`src/rtl/serial_add_ctrl_pkg.sv`:
```
// Shared definitions for the serial wide adder: slice width, FSM state
// encoding and a helper that sizes the nibble index counter.
package serial_add_ctrl_pkg;

  localparam int NIB_W = 4;

  typedef enum logic [1:0] {
    ST_IDLE = 2'd0,
    ST_RUN  = 2'd1,
    ST_DONE = 2'd2
  } state_t;

  // Width of a counter that must hold 0..n-1 (never narrower than one bit).
  function automatic int idx_width(input int n);
    return (n > 1) ? $clog2(n) : 1;
  endfunction

endpackage

```
`src/rtl/serial_add_ctrl_if.sv`:
```
// Operand/result handshake bundle for serial_add_ctrl.
// Optional macro SERIAL_ADD_CTRL_SUB_EN adds the 'sub' operand flag.
interface serial_add_ctrl_if #(
  parameter int NIBBLES = 4
);
  import serial_add_ctrl_pkg::*;

  localparam int W = NIB_W * NIBBLES;

  logic         in_valid;
  logic         in_ready;
  logic [W-1:0] a;
  logic [W-1:0] b;
  logic         cin;
`ifdef SERIAL_ADD_CTRL_SUB_EN
  logic         sub;
`endif
  logic         out_valid;
  logic         out_ready;
  logic [W-1:0] sum;
  logic         cout;
  logic         busy;

  // Operand source and result consumer side.
  modport master (
`ifdef SERIAL_ADD_CTRL_SUB_EN
    output sub,
`endif
    output in_valid, a, b, cin, out_ready,
    input  in_ready, out_valid, sum, cout, busy
  );

  // Adder side.
  modport slave (
`ifdef SERIAL_ADD_CTRL_SUB_EN
    input  sub,
`endif
    input  in_valid, a, b, cin, out_ready,
    output in_ready, out_valid, sum, cout, busy
  );

endinterface

```
`src/rtl/serial_add_ctrl_nibble_add4.sv`:
```
// Purely combinational 4-bit ripple-carry slice shared by every nibble of
// the wide addition.
module nibble_add4
  import serial_add_ctrl_pkg::*;
(
  input  logic [NIB_W-1:0] a,
  input  logic [NIB_W-1:0] b,
  input  logic             ci,
  output logic [NIB_W-1:0] sum,
  output logic             co
);

  logic carry;

  // Ripple the carry bit by bit through the slice.
  always_comb begin
    // NOTE: every variable gets a default before the loop so no path leaves it unassigned, which would infer a latch.
    sum   = '0;
    carry = ci;
    for (int i = 0; i < NIB_W; i++) begin
      sum[i] = a[i] ^ b[i] ^ carry;
      carry  = (a[i] & b[i]) | (carry & (a[i] ^ b[i]));
    end
    co = carry;
  end

endmodule

```
`src/rtl/serial_add_ctrl.sv`:
```
// Wide adder (NIB_W*NIBBLES bits) built by stepping one nibble_add4 slice
// over the operands, LSB nibble first, with the carry held between cycles.
// Optional macro SERIAL_ADD_CTRL_SUB_EN enables subtraction (a - b).
module serial_add_ctrl
  import serial_add_ctrl_pkg::*;
#(
  parameter int NIBBLES = 4
) (
  input  logic          clk,
  input  logic          reset,
  serial_add_ctrl_if.slave bus
);

  localparam int W     = NIB_W * NIBBLES;
  localparam int IDX_W = idx_width(NIBBLES);
  localparam logic [IDX_W-1:0] LAST_IDX = IDX_W'(NIBBLES - 1);

  state_t             state_q, state_d;
  logic [W-1:0]       a_q, b_q, sum_q;
  logic               carry_q, cout_q;
  logic [IDX_W-1:0]   idx_q;
  logic               last_nib;
  logic               in_ready_c, out_valid_c, busy_c;
  logic [NIB_W-1:0]   nib_a, nib_b, nib_sum;
  logic               nib_co;
`ifdef SERIAL_ADD_CTRL_SUB_EN
  logic               sub_q;
`endif

  assign last_nib = (idx_q == LAST_IDX);
  assign nib_a    = a_q[idx_q*NIB_W +: NIB_W];
`ifdef SERIAL_ADD_CTRL_SUB_EN
  assign nib_b    = b_q[idx_q*NIB_W +: NIB_W] ^ {NIB_W{sub_q}};
`else
  assign nib_b    = b_q[idx_q*NIB_W +: NIB_W];
`endif

  nibble_add4 u_slice (
    .a   (nib_a),
    .b   (nib_b),
    .ci  (carry_q),
    .sum (nib_sum),
    .co  (nib_co)
  );

  // State register.
  always_ff @(posedge clk) begin
    // NOTE: clocked state uses non-blocking assignments so every register samples pre-edge values.
    if (reset) state_q <= ST_IDLE;
    else       state_q <= state_d;
  end

  // Next-state logic and handshake outputs.
  always_comb begin
    state_d     = state_q;
    in_ready_c  = 1'b0;
    out_valid_c = 1'b0;
    busy_c      = 1'b0;
    case (state_q)
      ST_IDLE: begin
        in_ready_c = 1'b1;
        if (bus.in_valid) state_d = ST_RUN;
      end
      ST_RUN: begin
        busy_c = 1'b1;
        if (last_nib) state_d = ST_DONE;
      end
      ST_DONE: begin
        busy_c      = 1'b1;
        out_valid_c = 1'b1;
        if (bus.out_ready) state_d = ST_IDLE;
      end
      default: state_d = ST_IDLE;
    endcase
  end

  // Operand capture at the handshake and one nibble of sum per RUN cycle.
  always_ff @(posedge clk) begin
    if (reset) begin
      a_q     <= '0;
      b_q     <= '0;
      sum_q   <= '0;
      carry_q <= 1'b0;
      cout_q  <= 1'b0;
      idx_q   <= '0;
`ifdef SERIAL_ADD_CTRL_SUB_EN
      sub_q   <= 1'b0;
`endif
    end else begin
      case (state_q)
        ST_IDLE: begin
          if (bus.in_valid) begin
            a_q     <= bus.a;
            b_q     <= bus.b;
            sum_q   <= '0;
            cout_q  <= 1'b0;
            idx_q   <= '0;
`ifdef SERIAL_ADD_CTRL_SUB_EN
            // Two's-complement subtract: invert b and inject a carry of one.
            sub_q   <= bus.sub;
            carry_q <= bus.sub | bus.cin;
`else
            carry_q <= bus.cin;
`endif
          end
        end
        ST_RUN: begin
          sum_q[idx_q*NIB_W +: NIB_W] <= nib_sum;
          carry_q <= nib_co;
          idx_q   <= idx_q + 1'b1;
          if (last_nib) cout_q <= nib_co;
        end
        default: ;
      endcase
    end
  end

  assign bus.in_ready  = in_ready_c;
  assign bus.out_valid = out_valid_c;
  assign bus.busy      = busy_c;
  assign bus.sum       = sum_q;
  assign bus.cout      = cout_q;

endmodule

```
`src/flat_wrapper.sv`:
```
// flat-port wrapper written by rule: the top's interface ports become plain ports
module serial_add_ctrl_flat import serial_add_ctrl_pkg::*;
#(
  parameter int NIBBLES = 4
)
  (clk, reset, bus_in_valid, bus_a, bus_b, bus_cin, bus_out_ready, bus_in_ready, bus_out_valid, bus_sum, bus_cout, bus_busy);
  serial_add_ctrl_if #(.NIBBLES(NIBBLES)) bus_i ();
  input  logic clk;
  input  logic reset;
  input wire logic [$bits(bus_i.in_valid)-1:0] bus_in_valid;
  input wire logic [$bits(bus_i.a)-1:0] bus_a;
  input wire logic [$bits(bus_i.b)-1:0] bus_b;
  input wire logic [$bits(bus_i.cin)-1:0] bus_cin;
  input wire logic [$bits(bus_i.out_ready)-1:0] bus_out_ready;
  output wire logic [$bits(bus_i.in_ready)-1:0] bus_in_ready;
  output wire logic [$bits(bus_i.out_valid)-1:0] bus_out_valid;
  output wire logic [$bits(bus_i.sum)-1:0] bus_sum;
  output wire logic [$bits(bus_i.cout)-1:0] bus_cout;
  output wire logic [$bits(bus_i.busy)-1:0] bus_busy;
  assign bus_i.in_valid = bus_in_valid;
  assign bus_i.a = bus_a;
  assign bus_i.b = bus_b;
  assign bus_i.cin = bus_cin;
  assign bus_i.out_ready = bus_out_ready;
  assign bus_in_ready = bus_i.in_ready;
  assign bus_out_valid = bus_i.out_valid;
  assign bus_sum = bus_i.sum;
  assign bus_cout = bus_i.cout;
  assign bus_busy = bus_i.busy;
  serial_add_ctrl #(.NIBBLES(NIBBLES)) u_core (.clk(clk), .reset(reset), .bus(bus_i));
endmodule
```
`config.mk`:
```
export PLATFORM = sky130hd
export DESIGN_NAME = serial_add_ctrl_flat
export DESIGN_NICKNAME = d
export VERILOG_FILES = /design/src/rtl/serial_add_ctrl_pkg.sv /design/src/rtl/serial_add_ctrl_if.sv /design/src/rtl/serial_add_ctrl_nibble_add4.sv /design/src/rtl/serial_add_ctrl.sv /design/src/flat_wrapper.sv
export SDC_FILE = /design/constraint.sdc
export NUM_CORES = 1
export LEC_CHECK = 0
export ABC_CLOCK_PERIOD_IN_PS = 4400
export CAP_MARGIN = 20
export CELL_PAD_IN_SITES_DETAIL_PLACEMENT = 2
export CELL_PAD_IN_SITES_GLOBAL_PLACEMENT = 2
export CORE_MARGIN = 1.5
export CORE_UTILIZATION = 30
export CTS_CLUSTER_SIZE = 12
export DETAILED_ROUTE_END_ITERATION = 7
export PLACE_DENSITY = 0.85
export SLEW_MARGIN = 20
export SYNTH_ARGS = -nofsm -noshare
export SYNTH_HDL_FRONTEND = slang
export SYNTH_HIERARCHICAL = 1
export SYNTH_SLANG_ARGS = --single-unit
```
`constraint.sdc`:
```
create_clock -name clk -period 4.4 [get_ports clk]
set_clock_uncertainty 0.05 [all_clocks]
set_input_delay 0.66 -clock clk [delete_from_list [all_inputs] [get_ports clk]]
set_output_delay 0.66 -clock clk [all_outputs]
set_load 0.02 [all_outputs]
```
Word level (Yosys, flattened, before mapping)
Index checks and enable logic that the tools add are counted.
{"block": "word_totals", "reg_bits": 54, "latch_bits": 0, "ramBits": 0, "rom_bits": 0, "inputBits": 37, "output_inout_bits": 20, "wordCells": 63, "memories": 0}
{"block": "classes", "addsub": 2, "multipliers": 0, "n_div": 0, "magnitude_cmp": 0, "eq_ne": 6, "shift": 4, "muxes": 17, "n_bitwise": 20, "n_reduce_logical": 7}
{"operator": "negation 4 -> 34 bit", "count": 1}
{"operator": "variable shift 4 x 34 -> 16 bit (first input constant)", "count": 1}
{"operator": "variable part select 4 x 34 -> 16 bit", "count": 1}
{"operator": "one-hot mux 16 bit (2 select lines)", "count": 1}
{"operator": "variable part select 16 x 5 -> 4 bit", "count": 2}
{"operator": "bitwise mux 16 bit", "count": 1}
{"operator": "two-way mux 16 bit", "count": 1}
{"operator": "bitwise AND 1 bit", "count": 8}
{"operator": "two-way mux 2 bit", "count": 4}
{"operator": "bitwise XOR 1 bit", "count": 8}
{"operator": "two-way mux 1 bit", "count": 6}
{"operator": "one-hot mux 2 bit (3 select lines)", "count": 1}
{"operator": "AND reduction 3 bit", "count": 2}
{"operator": "equality test 2 bit (second input constant)", "count": 2}
{"operator": "!= test 2 bit (second input constant)", "count": 2}
{"operator": "bitwise OR 1 bit", "count": 4}
{"operator": "one-hot mux 1 bit (2 select lines)", "count": 2}
{"operator": "one-hot mux 2 bit (2 select lines)", "count": 1}
{"operator": "AND reduction 2 bit", "count": 2}
{"operator": "adder 2 x 1 -> 2 bit (second input constant)", "count": 1}
{"operator": "equality test 2 x 1 -> 1 bit (second input constant)", "count": 1}
{"operator": "zero test 2 bit", "count": 1}
{"operator": "!= test 2 x 1 -> 1 bit (second input constant)", "count": 1}
{"operator": "nonzero test 2 bit", "count": 1}
{"operator": "OR reduction 2 bit", "count": 1}

Longest topological paths before layout
Gate-level depths: netlist of run 1.
{"block": "depth", "ltp_word": 12, "depth_mapped": 13}

Hierarchy
Netlist of run 1, hierarchy kept.
{"mod": "serial_add_ctrl", "instances": 1, "cells_each": 281, "area_per_inst_um2": 2502.4, "seq_area_each_um2": 1081.0}
{"mod": "nibble_add4", "instances": 1, "cells_each": 14, "area_per_inst_um2": 117.6, "seq_area_each_um2": 0.0}

Least setup slack after synthesis of run 1
No wires, ideal clock.
{"block": "synth_path", "path_kind": "reg2reg", "startpoint": "register u_core.idx_q[0]", "endpoint": "register u_core.sum_q[15], in the netlist u_core/bus.sum[15]", "setup_time_ps": 59, "arrival_time_ps": 3106, "required_ps": 4291, "slack_ps": 1185, "path_stages_with_launch": 14, "period_less_slack_ps": 3215, "path_cell_list": "dfxtp_1 > buf_4 > mux4_2 > fa_1 > inv_1 > fa_1 > inv_1 > fa_1 > inv_1 > fa_1 > inv_1 > nor4bb_1 > nand4_1 > nand2_1"}
{"block": "synth_between", "elab_chain_cells": 12, "elab_cells_between_ends": 24, "classes_between": "1 x add/sub; 4 x shift; 2 x mux; 17 x bitwise"}
{"element": "start: declaration", "line_no": "serial_add_ctrl.sv:21", "text": "logic [IDX_W-1:0] idx_q;"}
{"element": "start signal: assignment", "line_no": "serial_add_ctrl.sv:110", "text": "idx_q <= idx_q + 1'b1;"}
{"element": "variable part select 16 x 5 -> 4 bit *", "line_no": "serial_add_ctrl.sv:31", "text": "assign nib_a = a_q[idx_q*NIB_W +: NIB_W];"}
{"element": "via u_core.nib_a[0]", "line_no": "serial_add_ctrl.sv:24", "text": "logic [NIB_W-1:0] nib_a, nib_b, nib_sum;"}
{"element": "bitwise XOR 1 bit", "line_no": "serial_add_ctrl_nibble_add4.sv:22", "text": "carry = (a[i] & b[i]) | (carry & (a[i] ^ b[i]));"}
{"element": "bitwise AND 1 bit", "line_no": "serial_add_ctrl_nibble_add4.sv:22"}
{"element": "bitwise OR 1 bit *", "line_no": "serial_add_ctrl_nibble_add4.sv:22"}
{"element": "bitwise AND 1 bit *", "line_no": "serial_add_ctrl_nibble_add4.sv:22"}
{"element": "bitwise OR 1 bit *", "line_no": "serial_add_ctrl_nibble_add4.sv:22"}
{"element": "bitwise AND 1 bit *", "line_no": "serial_add_ctrl_nibble_add4.sv:22"}
{"element": "bitwise OR 1 bit *", "line_no": "serial_add_ctrl_nibble_add4.sv:22"}
{"element": "bitwise XOR 1 bit *", "line_no": "serial_add_ctrl_nibble_add4.sv:21", "text": "sum[i] = a[i] ^ b[i] ^ carry;"}
{"element": "via u_core.nib_sum[3]", "line_no": "serial_add_ctrl.sv:24"}
{"element": "variable part select 4 x 34 -> 16 bit *", "line_no": "serial_add_ctrl.sv:108", "text": "sum_q[idx_q*NIB_W +: NIB_W] <= nib_sum;"}
{"element": "bitwise mux 16 bit *", "line_no": "serial_add_ctrl.sv:108"}
{"element": "one-hot mux 16 bit (2 select lines) *", "line_no": "serial_add_ctrl.sv:90", "text": "case (state_q)"}
{"element": "end signal: indexed assignment", "line_no": "serial_add_ctrl.sv:108"}
{"element": "end: declaration", "line_no": "serial_add_ctrl.sv:19", "text": "logic [W-1:0] a_q, b_q, sum_q;"}
The timed path passes the listed nets; every way through them passes the cells marked *.
A chain may end at the register's enable or synchronous reset.

Worst setup path in the final report of run 1
Same ends and word-level chain as after synthesis.

==> impl_metrics.tcl, run 1 <==
set metrics [dict create \
    final_common_cell "nand2_1" \
    wire_per_inst_microns 16.3 \
    synthAdderAreaFrac_pct 6.88 \
    post-route-util_pct 39.4 \
    insertedDiodeCount 0 \
    firstDrtPassIters 4 \
    power.density_nw_per_um2 457 \
    synth_compound_area_share_pct 13.9 \
    rows 33 \
    drv_cap 0 \
    hold_class "register to register" \
    routabilityCongestion 0.738 \
    finalSetupTns_ps 0 \
    synth.distinct_cells 35 \
    port_buffers 56 \
    ys_ff_latch 54 \
    rsz0062_at_grt "no" \
    routed_via_density 5.08 \
    slowest_delay_ps 680 \
    areaGrowthSynthToFinish_pct 25.3 \
    final_cell_mix "nand2_1, clkdlybuf4s50_1, dfxtp_1, a21oi_1" \
    end_kind "register" \
    cts_buffers 5 \
    syn_area_sq_um 2620 \
    overflow 0 \
    syn_avg_cell_area_sq_um 8.88 \
    postRouteAntennaNets 0 \
    insertion_delay_ps 310 \
    fp.dieArea_sq_um 9300 \
    post_cts_buffers 0 \
    seqCellArea_sq_um 1080 \
    synthCells 295 \
    dp_hpwl_mm 5.44 \
    design_area_sq_um 3280 \
    clkTransAtPathRegs_ps 100 \
    cts.path.max_buffers 2 \
    ff2ff_setup_slack_ps 700 \
    status "complete, no violations" \
    clock_sinks 54 \
    crit_slowest_cell "dfxtp_1" \
    grt.total_usage_pct 16.7 \
    ctsResizeCount 0 \
    wl_mm 7.27 \
    start_util_pct 31.4 \
    fill_cells 940 \
    htree_num_levels 2 \
    nNetsFinal 388 \
    ys_seq_area_share_pct 41.3 \
    worstPathMaxFanout 12 \
    synth-xor-area-share_pct 0 \
    yosys_warnings 6 \
    min_period_ps 3700 \
    worst-slew-pin-transition_ps 1040 \
    die_w_microns 96.5 \
    fin_crit_sh_pct 84.1 \
    core_area_sq_um 8340 \
    grt_start_max_net_pins 34 \
    hold_depth 2 \
    synth_simple_gate_area_share_pct 22.6 \
    layout-drive-gt1-share_pct 7.65 \
    first_iter_violations 44 \
    synthMuxAreaShare_pct 7.83 \
    cts_tree "built" \
    vdd_drop_max_mv 0.140 \
    setup_viol 0 \
    remaining_drc_errors 0 \
    reg2regPathDepth 12 \
    vias 2261 \
    cts-root-buf "clkbuf_8" \
    synth_top_family_by_area "simple AND/OR/NAND/NOR gates" \
    first_global_vias 2313 \
    finalMaxSlewViolations 0 \
    antenna_found_initial 0 \
    max_freq_mhz 270 \
    crit_chain "mux4_2 -> fa_1 -> inv_1 -> fa_1 -> inv_1 -> fa_1 -> inv_1 -> fa_1 -> inv_1 -> nor4bb_1 -> nand4_1 -> nand2_1" \
    placed_cell_area_sq_um 3180 \
    hold_violations 0 \
    slew_headroom_pct 30.3 \
    power.leakage_nw 1.21 \
    arrival_ps 3900 \
    cp_data_required_time_ps 4600 \
    grt_first_pass_wirelength_mm 11.8 \
    dieHeight_microns 96.5 \
    start_kind "register" \
    multiInputGateArea_sq_um 1350 \
    cts_hold_buffers 0 \
    crit_type "register to register" \
    syn_nets 344 \
    io_pins 57 \
]
where the power goes:
part           internal [mW]  switching (mW)  leakage, nW  total [mW]
clock                  0.127           0.161       0.0472       0.288
sequential             0.552          0.0477        0.441       0.599
combinational          0.234           0.379        0.719       0.613
layer usage:
| layer | track usage, % | share of wire [%] |
|---|---|---|
| met2 | 27.9 | 49 |
| met4 | 4.59 | 1.5 |
| met5 | 0 | 0 |
| met1 | 21.8 | 46 |
| met3 | 3.36 | 3.2 |
cell type report:
| type | count | share of cell area [%] |
|---|---|---|
| Clock buffer | 6 | 2.52 |
| Clock inverter | 2 | 0.381 |
| Inverter | 15 | 1.71 |
| Multi-Input combinational cell | 205 | 41.1 |
| Sequential cell | 54 | 32.9 |
| Tap cell | 105 | 4.00 |
| Timing Repair Buffer | 58 | 17.4 |
flip-flops by register name, indices dropped and copies added, names as in the netlist:
signal / flops
u_core/a_q: 16
u_core/b_q: 16
u_core/bus.sum: 16
u_core/idx_q: 2
u_core/state_q: 2
u_core/bus.cout: 1
u_core/carry_q: 1
cell usage after synthesis:
library cell / instances / share of area [%]
a2111oi_2: 1 / 0.57
buf_4: 3 / 0.86
nor2b_1: 6 / 1.4
inv_1: 15 / 2.1
fa_1: 4 / 3.1
ha_1: 8 / 3.8
nor3b_1: 1 / 0.29
a21oi_2: 1 / 0.33
and2_1: 1 / 0.24
a21oi_1: 42 / 8.0
o21ai_0: 9 / 1.7
and4_4: 1 / 0.43
and4bb_2: 1 / 0.48
mux4_2: 8 / 6.9
nand3_1: 1 / 0.19
clkbuf_1: 8 / 1.1
buf_2: 4 / 0.76
a32oi_1: 1 / 0.33
a22o_1: 4 / 1.3
nor2_1: 2 / 0.29
buf_6: 6 / 2.6
mux2i_1: 1 / 0.38
mux2_4: 1 / 0.57
nor4b_1: 1 / 0.33
o31ai_1: 2 / 0.57
and3b_1: 1 / 0.33
o22ai_1: 1 / 0.24
nand4_1: 15 / 3.6
nand2b_1: 6 / 1.4
nand2_1: 70 / 10
nor4bb_1: 4 / 1.5
and3_1: 5 / 1.2
dfxtp_1: 54 / 41
o21ai_1: 4 / 0.76
and2b_1: 3 / 0.86
worst max-delay path, delay by kind of cell, from the launching register on:
kind	cells	cell delay, ps
simple gates	3	570
mux	1	610
fa+ha+maj	4	1370
buf+inv	4	360
flops	1	680
per-stage QoR:
step,instances,total power [mW],hold WS (ps),setup slack (ps)
2_1_floorplan,295,1.06,383,1180
3_3_place_gp,437,1.18,393,997
3_5_place_dp,437,1.22,403,727
4_1_cts,445,1.52,417,689
5_1_grt,445,1.60,430,527
6_report,445,1.50,412,699
final timing paths:
check	from	endpoint
setup / recovery	u_core/idx_q[0]	u_core/bus.sum[15]
hold / removal	u_core/b_q[6]	u_core/b_q[6]
setup reg to reg	u_core/idx_q[0]	u_core/bus.sum[15]
hold reg to reg	u_core/b_q[6]	u_core/b_q[6]
cells by family (layout without fill, tap and decap cells):
family	Yosys count	count (layout)
simple gates	118	118
compound gates	65	65
flops	54	54
buf+inv	36	81
fa+ha+maj	12	12
mux	10	10
No activity file was read; power rests on OpenSTA's default activity.
==> run 2: changes to the inputs <==
ABC_CLOCK_PERIOD_IN_PS = 3200   (was 4400)
CORE_UTILIZATION = 27   (was 30)
PLACE_DENSITY = 0.81   (was 0.85)
clock period = 3.2 ns   (was 4.4 ns; I/O delays follow)
==> impl_metrics.tcl, run 2 (synthesis gave the netlist of run 1 again) <==
set metrics [dict create \
    status "complete, no violations" \
    wire_per_inst_microns 15.9 \
    power.leakage_nw 1.25 \
    first_global_vias 2379 \
    postRouteAntennaNets 0 \
    final_cell_mix "nand2_1, clkdlybuf4s50_1, dfxtp_1, a21oi_1, nand4_1" \
    wl_mm 7.58 \
    max_freq_mhz 329 \
    first_iter_violations 86 \
    pwr-share-clk_pct 19.2 \
    worst-slew-pin-transition_ps 675 \
    routabilityCongestion 0.725 \
    cp_data_required_time_ps 3400 \
    p_int_mw 1.28 \
    pre_cts_ws_ps -145 \
    slew_headroom_pct 55.0 \
    clock_sinks 54 \
    r2r-start "u_core/idx_q[0]" \
    power.total_mw 2.13 \
    overflow 0 \
    min_from "u_core/b_q[15]" \
    remaining_drc_errors 0 \
    p_sw_mw 0.849 \
    cts_buffers 5 \
    switching_share_pct 39.9 \
    fill_cells 1049 \
    areaGrowthSynthToFinish_pct 29.5 \
    cts_hold_buffers 0 \
    layout-drive-gt1-share_pct 11.5 \
    port_buffers 56 \
    rsz0062_at_grt "no" \
    power.density_nw_per_um2 627 \
    setup_viol 0 \
    routed_via_density 4.75 \
    fp.dieArea_sq_um 10300 \
    insertedDiodeCount 0 \
    nNetsFinal 396 \
    layoutNonFillerInstCount 477 \
    post_cts_buffers 0 \
    fin_crit_sh_pct 94.9 \
    finalMaxSlewViolations 0 \
    hold_depth 2 \
    fin_ws_ps 162 \
    hold_class "register to register" \
    final_common_cell "nand2_1" \
    drv_cap 0 \
    seqCellArea_sq_um 1080 \
    vias 2264 \
    firstDrtPassIters 4 \
    grt.total_usage_pct 15.5 \
    ff2ff_setup_slack_ps 160 \
    cts_tree "built" \
    dp_hpwl_mm 5.56 \
    start_kind "register" \
    post-route-util_pct 36.4 \
    htree_num_levels 2 \
    core_area_sq_um 9330 \
    antenna_found_initial 0 \
    worstPathMaxFanout 5 \
    start_util_pct 28.1 \
    vdd_drop_max_mv 0.208 \
    hold_violations 0 \
    grt_first_pass_wirelength_mm 12.3 \
    min_period_ps 3040 \
    min_to "u_core/b_q[15]" \
    reg2regPathDepth 12 \
    multiInputGateArea_sq_um 1370 \
    p_comb_share_pct 42.2 \
    io_pins 57 \
    grt_start_max_net_pins 34 \
    post-place-cells 469 \
    die_w_microns 102 \
    cts-root-buf "clkbuf_8" \
    pwr-share-seq_pct 38.6 \
    design_area_sq_um 3390 \
    arrival_ps 3240 \
    clkTransAtPathRegs_ps 110 \
    rows 35 \
    placed_cell_area_sq_um 3270 \
    insertion_delay_ps 330 \
    cts.path.max_buffers 2 \
    crit_type "register to register" \
    rr_endpoint "u_core/bus.sum[7]" \
    dieHeight_microns 102 \
    end_kind "register" \
]
run 2: cell type report:
| type | instances | area share, % |
|---|---|---|
| Multi-Input combinational cell | 205 | 40.3 |
| Sequential cell | 54 | 32.0 |
| Timing Repair Buffer | 66 | 18.6 |
| Tap cell | 129 | 4.76 |
| Clock buffer | 5 | 2.03 |
| Inverter | 15 | 1.66 |
| Clock inverter | 3 | 0.737 |
run 2: power groups by stage:
| stage | clock network, mW | registers, mW | logic, mW |
|---|---|---|---|
| after global placement | 0 | 0.823 | 0.851 |
| after detailed placement | 0 | 0.834 | 0.889 |
| final | 0.408 | 0.821 | 0.899 |
| after floorplan | 0 | 0.813 | 0.640 |
| after global routing | 0.446 | 0.834 | 0.996 |
| after CTS | 0.423 | 0.822 | 0.899 |
run 2: how the worst max path moves through the flow:
stage	startpoint	to	slack [ps]	cells after the start
final	u_core/idx_q[0]	u_core/bus.sum[7]	160	12
after global routing	u_core/idx_q[0]	u_core/bus.sum[7]	20	12
after CTS	u_core/idx_q[0]	u_core/bus.sum[15]	9	12
after detailed placement	u_core/idx_q[0]	u_core/bus.sum[15]	-150	12
after global placement	u_core/idx_q[0]	u_core/bus.sum[15]	30	12
after floorplan	u_core/idx_q[0]	u_core/bus.sum[15]	20	13
run 2: stage by stage:
step,hold WS [ps],TNS (ps)
after floorplan,383,0
after CTS,413,0
after global placement,390,0
final,410,0
after global routing,445,0
after detailed placement,399,-230
run 2: critical path, cell delays in order (launching register included):
cell     delay [ps]
dfxtp_4         400
mux4_2          530
fa_2            400
inv_2            70
fa_1            160
inv_1            50
fa_2            340
inv_2            70
fa_1            410
inv_2            90
and3_1          150
nand4_1         110
a21oi_2         140
run 2: routing by layer:
metal	global-route usage [%]	part of all wire [%]	vias to the layer above
met2	27.9	51	51
met5	0	0	-
met3	2.83	3.3	8
met4	5.02	1.3	0
li1	-	-	1116
met1	18.7	44	1089
run 2: repair_timing:
| action | CTS | global route |
|---|---|---|
| setup endpoints to repair | 3 | 3 |
| gates resized for setup | 4 | 6 |
| pin swaps | 1 | 3 |
==> run 3: changes to the inputs <==
CORE_MARGIN = 2   (was 1.5)
RECOVER_POWER = 25   (was default)
==> impl_metrics.tcl, run 3 (synthesis gave the netlist of run 1 again) <==
set metrics [dict create \
    status "complete, no violations" \
    p_int_mw 1.28 \
    pre_cts_ws_ps -69.4 \
    wl_mm 7.65 \
    final_common_cell "nand2_1" \
    dieHeight_microns 103 \
    core_area_sq_um 9330 \
    power.density_nw_per_um2 632 \
    end_kind "register" \
    layoutNonFillerInstCount 476 \
    switching_share_pct 40.1 \
    min_to "u_core/a_q[4]" \
    rr_endpoint "u_core/bus.sum[15]" \
    hold_violations 0 \
    dp_hpwl_mm 5.60 \
    power.total_mw 2.14 \
    routed_via_density 4.76 \
    cts_hold_buffers 0 \
    setup_viol 0 \
    cts_buffers 5 \
    antenna_found_initial 0 \
    cts_tree "built" \
    remaining_drc_errors 0 \
    hold_depth 2 \
    post_cts_buffers 0 \
    fp.dieArea_sq_um 10500 \
    wire_per_inst_microns 16.1 \
    insertion_delay_ps 320 \
    r2r-start "u_core/idx_q[0]" \
    p_sw_mw 0.856 \
    overflow 0 \
    insertedDiodeCount 0 \
    worstPathMaxFanout 4 \
    routabilityCongestion 0.722 \
    post-place-cells 468 \
    io_pins 57 \
    power.leakage_nw 1.25 \
    drv_cap 0 \
    nNetsFinal 395 \
    start_util_pct 28.1 \
    areaGrowthSynthToFinish_pct 29.1 \
    min_period_ps 3090 \
    placed_cell_area_sq_um 3260 \
    cp_data_required_time_ps 3420 \
    htree_num_levels 2 \
    pwr-share-seq_pct 38.1 \
    reg2regPathDepth 12 \
    rows 35 \
    start_kind "register" \
    slew_headroom_pct 8.99 \
    grt_first_pass_wirelength_mm 12.5 \
    hold_ws_ps 413 \
    ff2ff_setup_slack_ps 110 \
    layout-drive-gt1-share_pct 10.4 \
    clock_sinks 54 \
    max_freq_mhz 324 \
    crit_type "register to register" \
    port_buffers 56 \
    final_cell_mix "nand2_1, clkdlybuf4s50_1, dfxtp_1, a21oi_1, nand4_1" \
    post-route-util_pct 36.3 \
    clkTransAtPathRegs_ps 110 \
    fin_crit_sh_pct 96.5 \
    cts.path.max_buffers 2 \
    first_iter_violations 74 \
    fin_ws_ps 113 \
    finalSetupTns_ps 0 \
    hold_class "register to register" \
    finalMaxSlewViolations 0 \
    cts-root-buf "clkbuf_8" \
    pwr-share-clk_pct 19.9 \
    design_area_sq_um 3380 \
    vias 2265 \
    p_comb_share_pct 42.0 \
    vdd_drop_max_mv 0.202 \
    arrival_ps 3310 \
    postRouteAntennaNets 0 \
    worst-slew-pin-transition_ps 1370 \
    first_global_vias 2423 \
    min_from "u_core/a_q[4]" \
    rsz0062_at_grt "yes" \
    grt.total_usage_pct 15.3 \
    grt_start_max_net_pins 39 \
    firstDrtPassIters 4 \
    die_w_microns 103 \
]
-- run 3: cell types whose count changed in the layout (fill, tap and decap cells not counted), sizes merged --
cell           change
buf                -2
dlygate4sd3        +1
clkbuf             +1
inv                +1
clkinvlp           -1
clkdlybuf4s50      -1
-- run 3: worst max-delay path by stage --
| stage | start | to | depth (start not counted) |
|---|---|---|---|
| 2_1_floorplan | u_core/idx_q[0] | u_core/bus.sum[15] | 13 |
| 3_3_place_gp | u_core/idx_q[0] | u_core/bus.sum[15] | 12 |
| 3_5_place_dp | u_core/idx_q[0] | u_core/bus.sum[15] | 12 |
| 4_1_cts | u_core/idx_q[0] | u_core/bus.sum[7] | 12 |
| 5_1_grt | u_core/idx_q[0] | u_core/bus.sum[15] | 12 |
| 6_report | u_core/idx_q[0] | u_core/bus.sum[15] | 12 |
-- run 3: cell type report --
type                    count  area (sq um)
fillers                  1050          5950
multi-input cells         205          1360
flip-flops and latches     54          1080
repair buffers             65           619
well taps                 129           161
clock buffers               5          68.8
inverters                  15          56.3
clock inverters             3          28.8
-- run 3: worst max-delay path, stage by stage, from the launching register on --
cell and delay (ps):
dfxtp_4 380, mux4_2 520, fa_2 390, inv_1 80
fa_1 160, inv_1 70, fa_2 380, inv_2 80
fa_1 440, inv_2 90, nor4bb_4 200, nand4_1 130
nand2_1 90
-- run 3: per-layer routing --
metal	GRT usage, %	vias up	share of wire (%)
met5	0	-	0
met4	4.10	0	1.1
met3	2.78	7	3.6
met2	26.5	53	49
met1	19.5	1090	47
li1	-	1115	-
-- run 3: what timing repair did --
item                                    CTS  global route
pin swaps                                 1             5
gates resized for setup                   5             3
endpoints found under the setup margin    3             3
-- run 3: power groups by stage --
stage	logic (mW)	registers (mW)	clock network, mW
floorplan	0.640	0.813	0
global placement	0.851	0.822	0
detailed placement	0.889	0.830	0
CTS	0.903	0.817	0.435
global route	0.986	0.830	0.460
finish	0.897	0.814	0.425
